<file path="config.mk">
export PLATFORM = sky130hd
export DESIGN_NAME = ad9833_sweep_seq
export DESIGN_NICKNAME = d
export VERILOG_FILES = /design/src/rtl/ad9833_pkg.sv /design/src/rtl/ad9833_word_tx.sv /design/src/rtl/ad9833_sweep_seq.sv
export SDC_FILE = /design/constraint.sdc
export NUM_CORES = 1
export LEC_CHECK = 0
export CAP_MARGIN = 20
export CELL_PAD_IN_SITES_DETAIL_PLACEMENT = 1
export CELL_PAD_IN_SITES_GLOBAL_PLACEMENT = 1
export CORE_ASPECT_RATIO = 0.6
export CORE_MARGIN = 2
export CORE_UTILIZATION = 44
export CTS_BUF_LIST = sky130_fd_sc_hd__clkbuf_4 sky130_fd_sc_hd__clkbuf_8
export DETAILED_ROUTE_END_ITERATION = 8
export PLACE_DENSITY = 0.93
export SLEW_MARGIN = 20
export SYNTH_ARGS = -nofsm -noshare
export SYNTH_HDL_FRONTEND = slang
export SYNTH_SLANG_ARGS = --single-unit
</file>
<file path="constraint.sdc">
create_clock -name sys_clk_i -period 6.1 [get_ports sys_clk_i]
set_input_delay 0.915 -clock sys_clk_i [delete_from_list [all_inputs] [get_ports sys_clk_i]]
set_output_delay 0.915 -clock sys_clk_i [all_outputs]
set_load 0.01 [all_outputs]
</file>
<file path="src/rtl/ad9833_pkg.sv">
// Shared encodings for the AD9833 sweep sequencer: word prefixes, control
// bit positions, waveform modes and FSM state types.
package ad9833_pkg;

    localparam logic [15:0] PFX_CTRL   = 16'h0000;
    localparam logic [15:0] PFX_FREQ0  = 16'h4000;
    localparam logic [15:0] PFX_FREQ1  = 16'h8000;
    localparam logic [15:0] PFX_PHASE0 = 16'hC000;

    localparam int B28_BIT     = 13;
    localparam int FSEL_BIT    = 11;
    localparam int RESET_BIT   = 8;
    localparam int OPBITEN_BIT = 5;
    localparam int DIV2_BIT    = 3;
    localparam int MODE_BIT    = 1;

    localparam logic [1:0] MODE_SINE = 2'b00;
    localparam logic [1:0] MODE_TRI  = 2'b01;
    localparam logic [1:0] MODE_SQ   = 2'b10;
    localparam logic [1:0] MODE_SQ2  = 2'b11;

    typedef enum logic [2:0] {
        SW_IDLE,
        SW_INIT,
        SW_DWELL,
        SW_STEP,
        SW_ABORT,
        SW_DONE
    } sweep_state_t;

    typedef enum logic [1:0] {
        TX_IDLE,
        TX_WAIT_HI,
        TX_WAIT_LO
    } tx_state_t;

    function automatic logic [15:0] ctrl_word(
        input logic [1:0] mode,
        input logic       fsel,
        input logic       rst
    );
        logic [15:0] w;
        w              = PFX_CTRL;
        w[B28_BIT]     = 1'b1;
        w[FSEL_BIT]    = fsel;
        w[RESET_BIT]   = rst;
        case (mode)
            MODE_TRI: w[MODE_BIT] = 1'b1;
            MODE_SQ: begin
                w[OPBITEN_BIT] = 1'b1;
                w[DIV2_BIT]    = 1'b1;
            end
            MODE_SQ2: w[OPBITEN_BIT] = 1'b1;
            default: ;
        endcase
        return w;
    endfunction

endpackage

</file>
<file path="src/rtl/ad9833_word_tx.sv">
// Single-word handshake toward ad9833_engine: strobe, wait for busy to
// rise (with timeout), then wait for busy to fall.
module ad9833_word_tx
    import ad9833_pkg::*;
#(
    parameter int BUSY_TO = 1023
) (
    input  logic        clk,
    input  logic        rst_n,
    input  logic        req,
    input  logic [15:0] word,
    input  logic        bus_busy,
    output logic        start_pluse,
    output logic [15:0] cfg_data,
    output logic        done,
    output logic        timeout
);

    localparam int CW = $clog2(BUSY_TO + 1);

    tx_state_t       state;
    tx_state_t       state_d;
    logic [CW-1:0]   cnt;
    logic            issue;
    logic            to_hit;

    always_comb begin
        issue   = (state == TX_IDLE) && req && !bus_busy;
        to_hit  = (state == TX_WAIT_HI) && !bus_busy
                  && (cnt >= CW'(BUSY_TO - 1));
        done    = to_hit || ((state == TX_WAIT_LO) && !bus_busy);
        timeout = to_hit;
        state_d = state;
        case (state)
            TX_IDLE: begin
                if (issue) state_d = TX_WAIT_HI;
            end
            TX_WAIT_HI: begin
                if (bus_busy)    state_d = TX_WAIT_LO;
                else if (to_hit) state_d = TX_IDLE;
            end
            TX_WAIT_LO: begin
                if (!bus_busy) state_d = TX_IDLE;
            end
            default: state_d = TX_IDLE;
        endcase
    end

    always_ff @(posedge clk) begin
        if (!rst_n) state <= TX_IDLE;
        else        state <= state_d;
    end

    // Data is latched at issue so it stays put for the whole transaction.
    always_ff @(posedge clk) begin
        if (!rst_n) begin
            start_pluse <= 1'b0;
            cfg_data    <= 16'h0000;
            cnt         <= '0;
        end else begin
            start_pluse <= issue;
            if (issue) begin
                cfg_data <= word;
                cnt      <= '0;
            end else if (state == TX_WAIT_HI) begin
                cnt <= cnt + CW'(1);
            end
        end
    end

endmodule

</file>
<file path="src/rtl/ad9833_sweep_seq.sv">
// Linear frequency sweep word source for ad9833_engine.
// Build option: AD9833_PINGPONG_EN alternates FREQ1/FREQ0 with FSELECT switch.
module ad9833_sweep_seq
    import ad9833_pkg::*;
#(
    parameter int DWELL_W = 32,
    parameter int BUSY_TO = 1023
) (
    input  logic               sys_clk_i,
    input  logic               rst_n_i,
    input  logic               sweep_start_i,
    input  logic               sweep_abort_i,
    input  logic [27:0]        start_ftw_i,
    input  logic [27:0]        stop_ftw_i,
    input  logic [27:0]        step_ftw_i,
    input  logic [11:0]        phase_i,
    input  logic [1:0]         mode_i,
    input  logic [DWELL_W-1:0] dwell_cycles_i,
    output logic               start_pluse_o,
    output logic [15:0]        ad9833_cfg_data_o,
    input  logic               ad9833_bus_busy_i,
    output logic               sweep_busy_o,
    output logic               sweep_done_o,
    output logic [27:0]        cur_ftw_o,
    output logic               err_timeout_o
);

    localparam logic [2:0] INIT_LAST = 3'd4;
    localparam logic [2:0] INIT_MSB  = 3'd2;
    localparam logic [2:0] STEP_MSB  = 3'd1;

    sweep_state_t       state;
    sweep_state_t       state_d;
    logic [2:0]         wi;
    logic [27:0]        tgt_ftw;
    logic [27:0]        stop_r;
    logic [27:0]        step_r;
    logic [11:0]        phase_r;
    logic [1:0]         mode_r;
    logic [DWELL_W-1:0] dwell_r;
    logic [DWELL_W-1:0] dwell_cnt;
    logic               dir_up;
    logic               single_r;
    logic               fsel_r;
    logic               abort_pend;

    logic               w_sel;
    logic               accept;
    logic               abort_hit;
    logic               abort_req;
    logic               dwell_end;
    logic               at_end;
    logic [28:0]        sum;
    logic [28:0]        dif;
    logic [27:0]        next_ftw;
    logic [15:0]        pfx;
    logic [15:0]        word;
    logic               tx_req;
    logic               tx_done;
    logic               tx_to;

`ifdef AD9833_PINGPONG_EN
    localparam logic [2:0] STEP_LAST = 3'd2;
    assign w_sel = (state == SW_STEP) ? ~fsel_r : 1'b0;
`else
    localparam logic [2:0] STEP_LAST = 3'd1;
    assign w_sel = 1'b0;
`endif

    // 29-bit sums so a step past the 28-bit range still reads as overshoot.
    always_comb begin
        sum = {1'b0, tgt_ftw} + {1'b0, step_r};
        dif = {1'b0, tgt_ftw} - {1'b0, step_r};
        if (dir_up)
            next_ftw = (sum > {1'b0, stop_r}) ? stop_r : sum[27:0];
        else
            next_ftw = (dif[28] || (dif[27:0] < stop_r)) ? stop_r : dif[27:0];
    end

    always_comb begin
        pfx  = w_sel ? PFX_FREQ1 : PFX_FREQ0;
        word = ctrl_word(mode_r, fsel_r, 1'b1);
        unique case (1'b1)
            (state == SW_INIT): begin
                case (wi)
                    3'd0:    word = ctrl_word(mode_r, 1'b0, 1'b1);
                    3'd1:    word = pfx | {2'b00, tgt_ftw[13:0]};
                    3'd2:    word = pfx | {2'b00, tgt_ftw[27:14]};
                    3'd3:    word = PFX_PHASE0 | {4'h0, phase_r};
                    default: word = ctrl_word(mode_r, 1'b0, 1'b0);
                endcase
            end
            (state == SW_STEP): begin
                case (wi)
                    3'd0:    word = pfx | {2'b00, tgt_ftw[13:0]};
                    3'd1:    word = pfx | {2'b00, tgt_ftw[27:14]};
                    default: word = ctrl_word(mode_r, w_sel, 1'b0);
                endcase
            end
            default: ;
        endcase
    end

    always_comb begin
        accept    = (state == SW_IDLE) && sweep_start_i;
        abort_hit = sweep_abort_i && ((state == SW_INIT)
                    || (state == SW_DWELL) || (state == SW_STEP));
        abort_req = abort_pend || abort_hit;
        dwell_end = (state == SW_DWELL)
                    && (dwell_cnt == dwell_r - DWELL_W'(1));
        at_end    = single_r || (tgt_ftw == stop_r);
        tx_req    = (state == SW_INIT) || (state == SW_STEP)
                    || (state == SW_ABORT);
        state_d   = state;
        case (state)
            SW_IDLE: begin
                if (sweep_start_i) state_d = SW_INIT;
            end
            SW_INIT: begin
                if (tx_done) begin
                    if (abort_req)             state_d = SW_ABORT;
                    else if (wi == INIT_LAST)  state_d = SW_DWELL;
                end
            end
            SW_DWELL: begin
                if (abort_req)      state_d = SW_ABORT;
                else if (dwell_end) state_d = at_end ? SW_DONE : SW_STEP;
            end
            SW_STEP: begin
                if (tx_done) begin
                    if (abort_req)             state_d = SW_ABORT;
                    else if (wi == STEP_LAST)  state_d = SW_DWELL;
                end
            end
            SW_ABORT: begin
                if (tx_done) state_d = SW_DONE;
            end
            default: state_d = SW_IDLE;
        endcase
    end

    always_ff @(posedge sys_clk_i) begin
        if (!rst_n_i) state <= SW_IDLE;
        else          state <= state_d;
    end

    always_ff @(posedge sys_clk_i) begin
        if (!rst_n_i) begin
            wi            <= 3'd0;
            tgt_ftw       <= '0;
            stop_r        <= '0;
            step_r        <= '0;
            phase_r       <= '0;
            mode_r        <= '0;
            dwell_r       <= '0;
            dwell_cnt     <= '0;
            dir_up        <= 1'b0;
            single_r      <= 1'b0;
            fsel_r        <= 1'b0;
            abort_pend    <= 1'b0;
            cur_ftw_o     <= '0;
            err_timeout_o <= 1'b0;
        end else begin
            if (accept) begin
                tgt_ftw       <= start_ftw_i;
                stop_r        <= stop_ftw_i;
                step_r        <= step_ftw_i;
                phase_r       <= phase_i;
                mode_r        <= mode_i;
                dwell_r       <= (dwell_cycles_i == '0) ? DWELL_W'(1)
                                                        : dwell_cycles_i;
                dir_up        <= (stop_ftw_i >= start_ftw_i);
                single_r      <= (start_ftw_i == stop_ftw_i)
                                 || (step_ftw_i == '0);
                fsel_r        <= 1'b0;
                abort_pend    <= 1'b0;
                err_timeout_o <= 1'b0;
            end
            if (abort_hit)          abort_pend    <= 1'b1;
            if (state == SW_DONE)   abort_pend    <= 1'b0;
            if (tx_to)              err_timeout_o <= 1'b1;
            if (tx_done) begin
                wi <= wi + 3'd1;
                if (((state == SW_INIT) && (wi == INIT_MSB))
                    || ((state == SW_STEP) && (wi == STEP_MSB)))
                    cur_ftw_o <= tgt_ftw;
                if ((state == SW_STEP) && (wi == STEP_LAST))
                    fsel_r <= w_sel;
            end
            if (state_d != state) wi <= 3'd0;
            if (state == SW_DWELL) dwell_cnt <= dwell_cnt + DWELL_W'(1);
            else                   dwell_cnt <= '0;
            if (dwell_end && !at_end) tgt_ftw <= next_ftw;
        end
    end

    assign sweep_busy_o = (state != SW_IDLE);
    assign sweep_done_o = (state == SW_DONE);

    ad9833_word_tx #(
        .BUSY_TO (BUSY_TO)
    ) u_tx (
        .clk         (sys_clk_i),
        .rst_n       (rst_n_i),
        .req         (tx_req),
        .word        (word),
        .bus_busy    (ad9833_bus_busy_i),
        .start_pluse (start_pluse_o),
        .cfg_data    (ad9833_cfg_data_o),
        .done        (tx_done),
        .timeout     (tx_to)
    );

endmodule

</file>
* Word-level counts from Yosys, hierarchy flattened *
Cells that the tools add are included.

cells by class
  add/subtract/negate cells = 6
  order comparisons = 4
  equal/unequal tests = 21
  mux-type cells = 35
  bitwise gates (word level) = 1
  reductions and logical operators = 39

operator list
  operator                 number
  $mux W28                 5
  $pmux W16 S4             1
  $eq A28 B28 Y1           2
  $mux W3                  11
  $add A32 B1 Y32 const B  1
  $eq A32 B32 Y1           1
  $logic_not A32 Y1        1
  $mux W32                 1
  $pmux W16 S2             1
  $sub A32 B1 Y32 const B  1
  $pmux W15 S2             1
  $add A28 B28 Y29         1
  $gt A29 B28 Y1           1
  $sub A28 B28 Y29         1
  $ge A28 B28 Y1           1
  $logic_not A28 Y1        1
  $lt A28 B28 Y1           1
  $pmux W3 S5              1
  $eq A3 B2 Y1 const B     4
  $logic_and A1 B1 Y1      11
  $add A10 B1 Y10 const B  1
  $ge A10 B10 Y1 const B   1
  $logic_or A1 B1 Y1       10
  $eq A3 B3 Y1 const B     3
  other kinds (20)         43

storage, ports and cells
  register bits = 230
  input port bits = 135
  output and inout bits = 48

* Longest topological paths before layout *
  depth in word-level cells = 10
  mapped depth = 25

* By module *
A second synthesis with hierarchy kept.

unflattened totals
  cells, all modules = 2258
  area, all modules = 17125.2 µm²

by module, submodules not included
  module            times used  cells an instance  area each (µm²)
  ad9833_sweep_seq  1           2119               15894.0
  ad9833_word_tx    1           139                1231.2

* Worst setup path before layout *
No wires, ideal clock.

  kind = register to register
  start point = reg tgt_ftw[6]
  end point = reg tgt_ftw[26]
  setup time = 0.116 ns
  arrival time = 5.063 ns
  slack = 0.921 ns
  stages on the path, launching flop included = 23
  buffers on the path = 3
  cell sequence = dfxtp_1 ha_1 buf_2 nor2b_1 or4_1 o21a_1 a2111oi_0 o21ai_0 a31oi_1 o21bai_1 xnor2_1 ha_1 o21ai_0 o21ai_0 a31oi_1 a32o_1 o211a_1 nand2_1 buf_2 buf_2 mux2i_1 mux2i_1 o211a_1

between the ends
  longest elaborated chain between the ends = 6

RTL lines
  item                    line                     text
  start, declared         ad9833_sweep_seq.sv:35   logic [27:0] tgt_ftw;
  start signal, assigned  ad9833_sweep_seq.sv:165  tgt_ftw <= start_ftw_i;
  start signal, assigned  ad9833_sweep_seq.sv:193  if (dwell_end && !at_end) tgt_ftw <= next_ftw;
  $sub A28 B28 Y29        ad9833_sweep_seq.sv:73   dif = {1'b0, tgt_ftw} - {1'b0, step_r};
  $lt A28 B28 Y1          ad9833_sweep_seq.sv:77   next_ftw = (dif[28] || (dif[27:0] < stop_r)) ? stop_r : dif[27:0];
  $logic_or A1 B1 Y1      ad9833_sweep_seq.sv:77
  $mux W28                ad9833_sweep_seq.sv:77
  $mux W28                ad9833_sweep_seq.sv:74   if (dir_up)
  $mux W28                ad9833_sweep_seq.sv:193

Parallel ways exist; a longest one is shown, timed or not.
A chain may end at the register's enable or synchronous reset.

* Worst setup path in the final report *
  start point = reg tgt_ftw[3]
  end point = reg tgt_ftw[0]

The elaborated chain is that of the path after synthesis.

==> metrics.txt <==
status finished clean; Worst-Skew Late Latency 0.62 ns; Final Util 53.9%; dpl hpwl 53600 µm; Clock transition at path regs 0.08 ns; post-synthesis cell area 0.0165 mm²; H-tree depth 2; number of synthesized flops with an enable pin 0; die area 0.0391 mm²; Least-Margin Pin Slew 1.01 ns; fmax 0.170 GHz; layout cells sized above 1 7.22%; initial antenna violation count 2; YS warnings 0; Syn Area/Cell 7.78 µm²; Worst IR Drop VDD 146 µV; PwrDens 285 mW/mm²; post-route clock period utilization 96.3%; total global routing overflow 0; filler instances 4492; Slew Limit Fails 0; TNS Setup 0 ns; CTS tree done; Setup-failing EPs final 0; gp weighted congestion 1.00; Post-Synthesis Cells 2118; pin count of the biggest net entering global routing 63; root buf cell clkbuf_8; post-route ant nets 0; first drt pass iteration count 7; CTS sink count 230; Final Skew 0.0404 ns; crit path max fanout 31; Tot GR Track Use 34.6%; Synth async-reset ratio 0%; Layout area overhead 19.7%; Starting Density 45.0%; vias in the first global route 17700; Hold-fix buffers, CTS 0; first-pass GRT wire length 105000 µm; Final min period 5.87 ns; Worst Hold Class register to register; via/cell ratio 6.31; Core Footprint 0.0366 mm²; Port Buffer Count 182; CP arrival 6.34 ns; total chip power 5.63 mW; largest cells by area after synthesis dfxtp_1 28%, ha_1 11%, a21oi_1 6.6%; Max-cap violations 0; Slew HR 32.7%; routed len/inst 24.9 µm; initial drt markers 2148; Main synth FF type dfxtp_1; Synth area leader dfxtp_1; register area share after synthesis 27.9%; crit end category register; Synth Net Count 2403; CP Data Required Time 6.57 ns; WL final 69800 µm; maximum clock path buffer count 3; routed via count 17700; Yosys top cell area share 27.9%; flops & latches, synth 230; WS Path Type register to register; Net count, final 2554; die width 254 µm; # DRC 0; Leak Pwr 7.73 nW; RSZ-0062 raised after global routing no; total CTS buffers 40; Unique masters post-synth 82; row count 54; final hold violations 0; IO Pins 183; Worst Setup Start Kind register; height of the die 154 µm
-- layout make-up --
cell class,count,area [µm²],share of cell area [%]
multi-input combinational,1640,11000,55.6
sequential,230,4600,23.3
timing repair buffer,219,2130,10.8
clock buffer,59,731,3.70
tap,504,631,3.19
inverter,138,519,2.63
clock inverter,12,143,0.722
antenna,2,5.00,0.0254
-- worst max-delay path, stage by stage (launching register included) --
cell and delay, ns:
dfxtp_1 0.57, ha_1 0.48, o211ai_1 0.25, a21oi_1 0.08, buf_4 0.19, o21ai_0 0.38
a41oi_1 0.25, a32oi_1 0.37, nor2b_1 0.24, xnor2_1 0.30, ha_1 0.37, nand4_1 0.15
a31oi_1 0.11, o41ai_1 0.44, o21ai_0 0.17, o211ai_1 0.31, buf_12 0.28, nor2_1 0.16
o21bai_1 0.23, mux2i_1 0.24, o22ai_1 0.13
-- logic make-up (layout without fill, tap and decap cells) --
kind of cell / count (synthesis) / in the layout / share of synthesized area (%)
compound gates: 554 / 554 / 21.6
fa+ha+maj: 150 / 150 / 11.5
other cells: 0 / 2 / 0
flops: 230 / 230 / 27.9
buf+inv: 248 / 428 / 5.74
xor+xnor: 147 / 147 / 7.81
simple gates: 713 / 713 / 20.6
mux: 76 / 76 / 4.78
-- per-layer routing --
layer | vias up | track usage (%) | wire length, µm
met2 | 994 | 49.2 | 28000
li1 | 7844 | - | -
met5 | - | 0 | 13
met3 | 185 | 11.2 | 8930
met4 | 2 | 11.0 | 2270
met1 | 8677 | 48.9 | 30600
-- cell usage in the layout (no fill, tap or decap), types with 30 or more instances in the layout --
master,netlist,routed
o21ai_0,73,73
nand3_1,31,31
nand2b_1,30,30
nor3_1,39,38
nor4_1,33,33
clkbuf_8,0,46
mux2i_1,54,54
inv_1,136,135
xor2_1,54,53
nor2_1,148,146
dfxtp_1,230,230
a21oi_1,219,219
a22o_1,41,41
nand4_1,34,34
nand2_1,285,284
buf_4,2,34
ha_1,148,148
clkdlybuf4s50_1,0,182
xnor2_1,93,92
-- where the power goes --
part	switching (mW)	internal (mW)
registers	0.129	1.58
logic	1.40	0.903
clock network	0.752	0.865
total	2.28	3.35
-- cell usage after synthesis, types with 7 or more instances --
library cell / instances
inv_1: 136
nand4_1: 34
nand3_1: 31
mux2_2: 22
ha_1: 148
a22o_1: 41
a21o_1: 13
xor2_1: 54
or2_2: 11
o2bb2ai_1: 9
or4_1: 9
a31oi_1: 13
a2111oi_0: 7
o31ai_1: 7
o21ai_0: 73
nor2_1: 148
and3_1: 15
a211oi_1: 28
dfxtp_1: 230
buf_1: 12
nor2b_1: 27
o21bai_1: 12
a21oi_1: 219
o211ai_1: 14
o22ai_1: 25
nand2b_1: 30
and2_1: 8
clkbuf_1: 89
nor4_1: 33
mux2i_1: 54
a22oi_1: 14
buf_2: 7
a222oi_1: 11
or3_1: 14
xnor2_1: 93
nor3_1: 39
nand2_1: 285
-- stage by stage --
stage / hold slack (ns) / cell area (µm²) / std cells / setup WS (ns)
after global routing: 0.471 / 19700 / 2803 / 0.0179
after floorplan: 0.428 / 16500 / 2118 / 0.921
after CTS: 0.455 / 19700 / 2801 / 0.450
after global placement: 0.437 / 18800 / 2730 / 0.630
after detailed placement: 0.447 / 18800 / 2730 / 0.487
final: 0.455 / 19700 / 2804 / 0.226
-- registers in the layout (all words and copies together), names as in the netlist --
signal            cells
u_tx.cnt             10
fsel_r                1
state                 3
u_tx.state            2
u_tx.cfg_data        16
cur_ftw_o            28
phase_r              12
wi                    3
dwell_cnt            32
err_timeout_o         1
tgt_ftw              28
stop_r               28
mode_r                2
abort_pend            1
dir_up                1
u_tx.start_pluse      1
dwell_r              32
step_r               28
single_r              1
-- what timing repair did --
item | CTS | global route
gates resized for setup | 0 | 2
setup buffers | 0 | 0
endpoints found under the hold margin | 0 | 0
endpoints found under the setup margin | 0 | 4
-- worst paths after layout --
check             slack, ns           end          from  cells after the start
setup / recovery       0.23    tgt_ftw[0]    tgt_ftw[3]                     20
hold / removal         0.46  cur_ftw_o[9]  cur_ftw_o[9]                      2
setup reg to reg       0.23    tgt_ftw[0]    tgt_ftw[3]                     20
hold reg to reg        0.46  cur_ftw_o[9]  cur_ftw_o[9]                      2
Note: power is estimated with default switching activity, not from simulation.
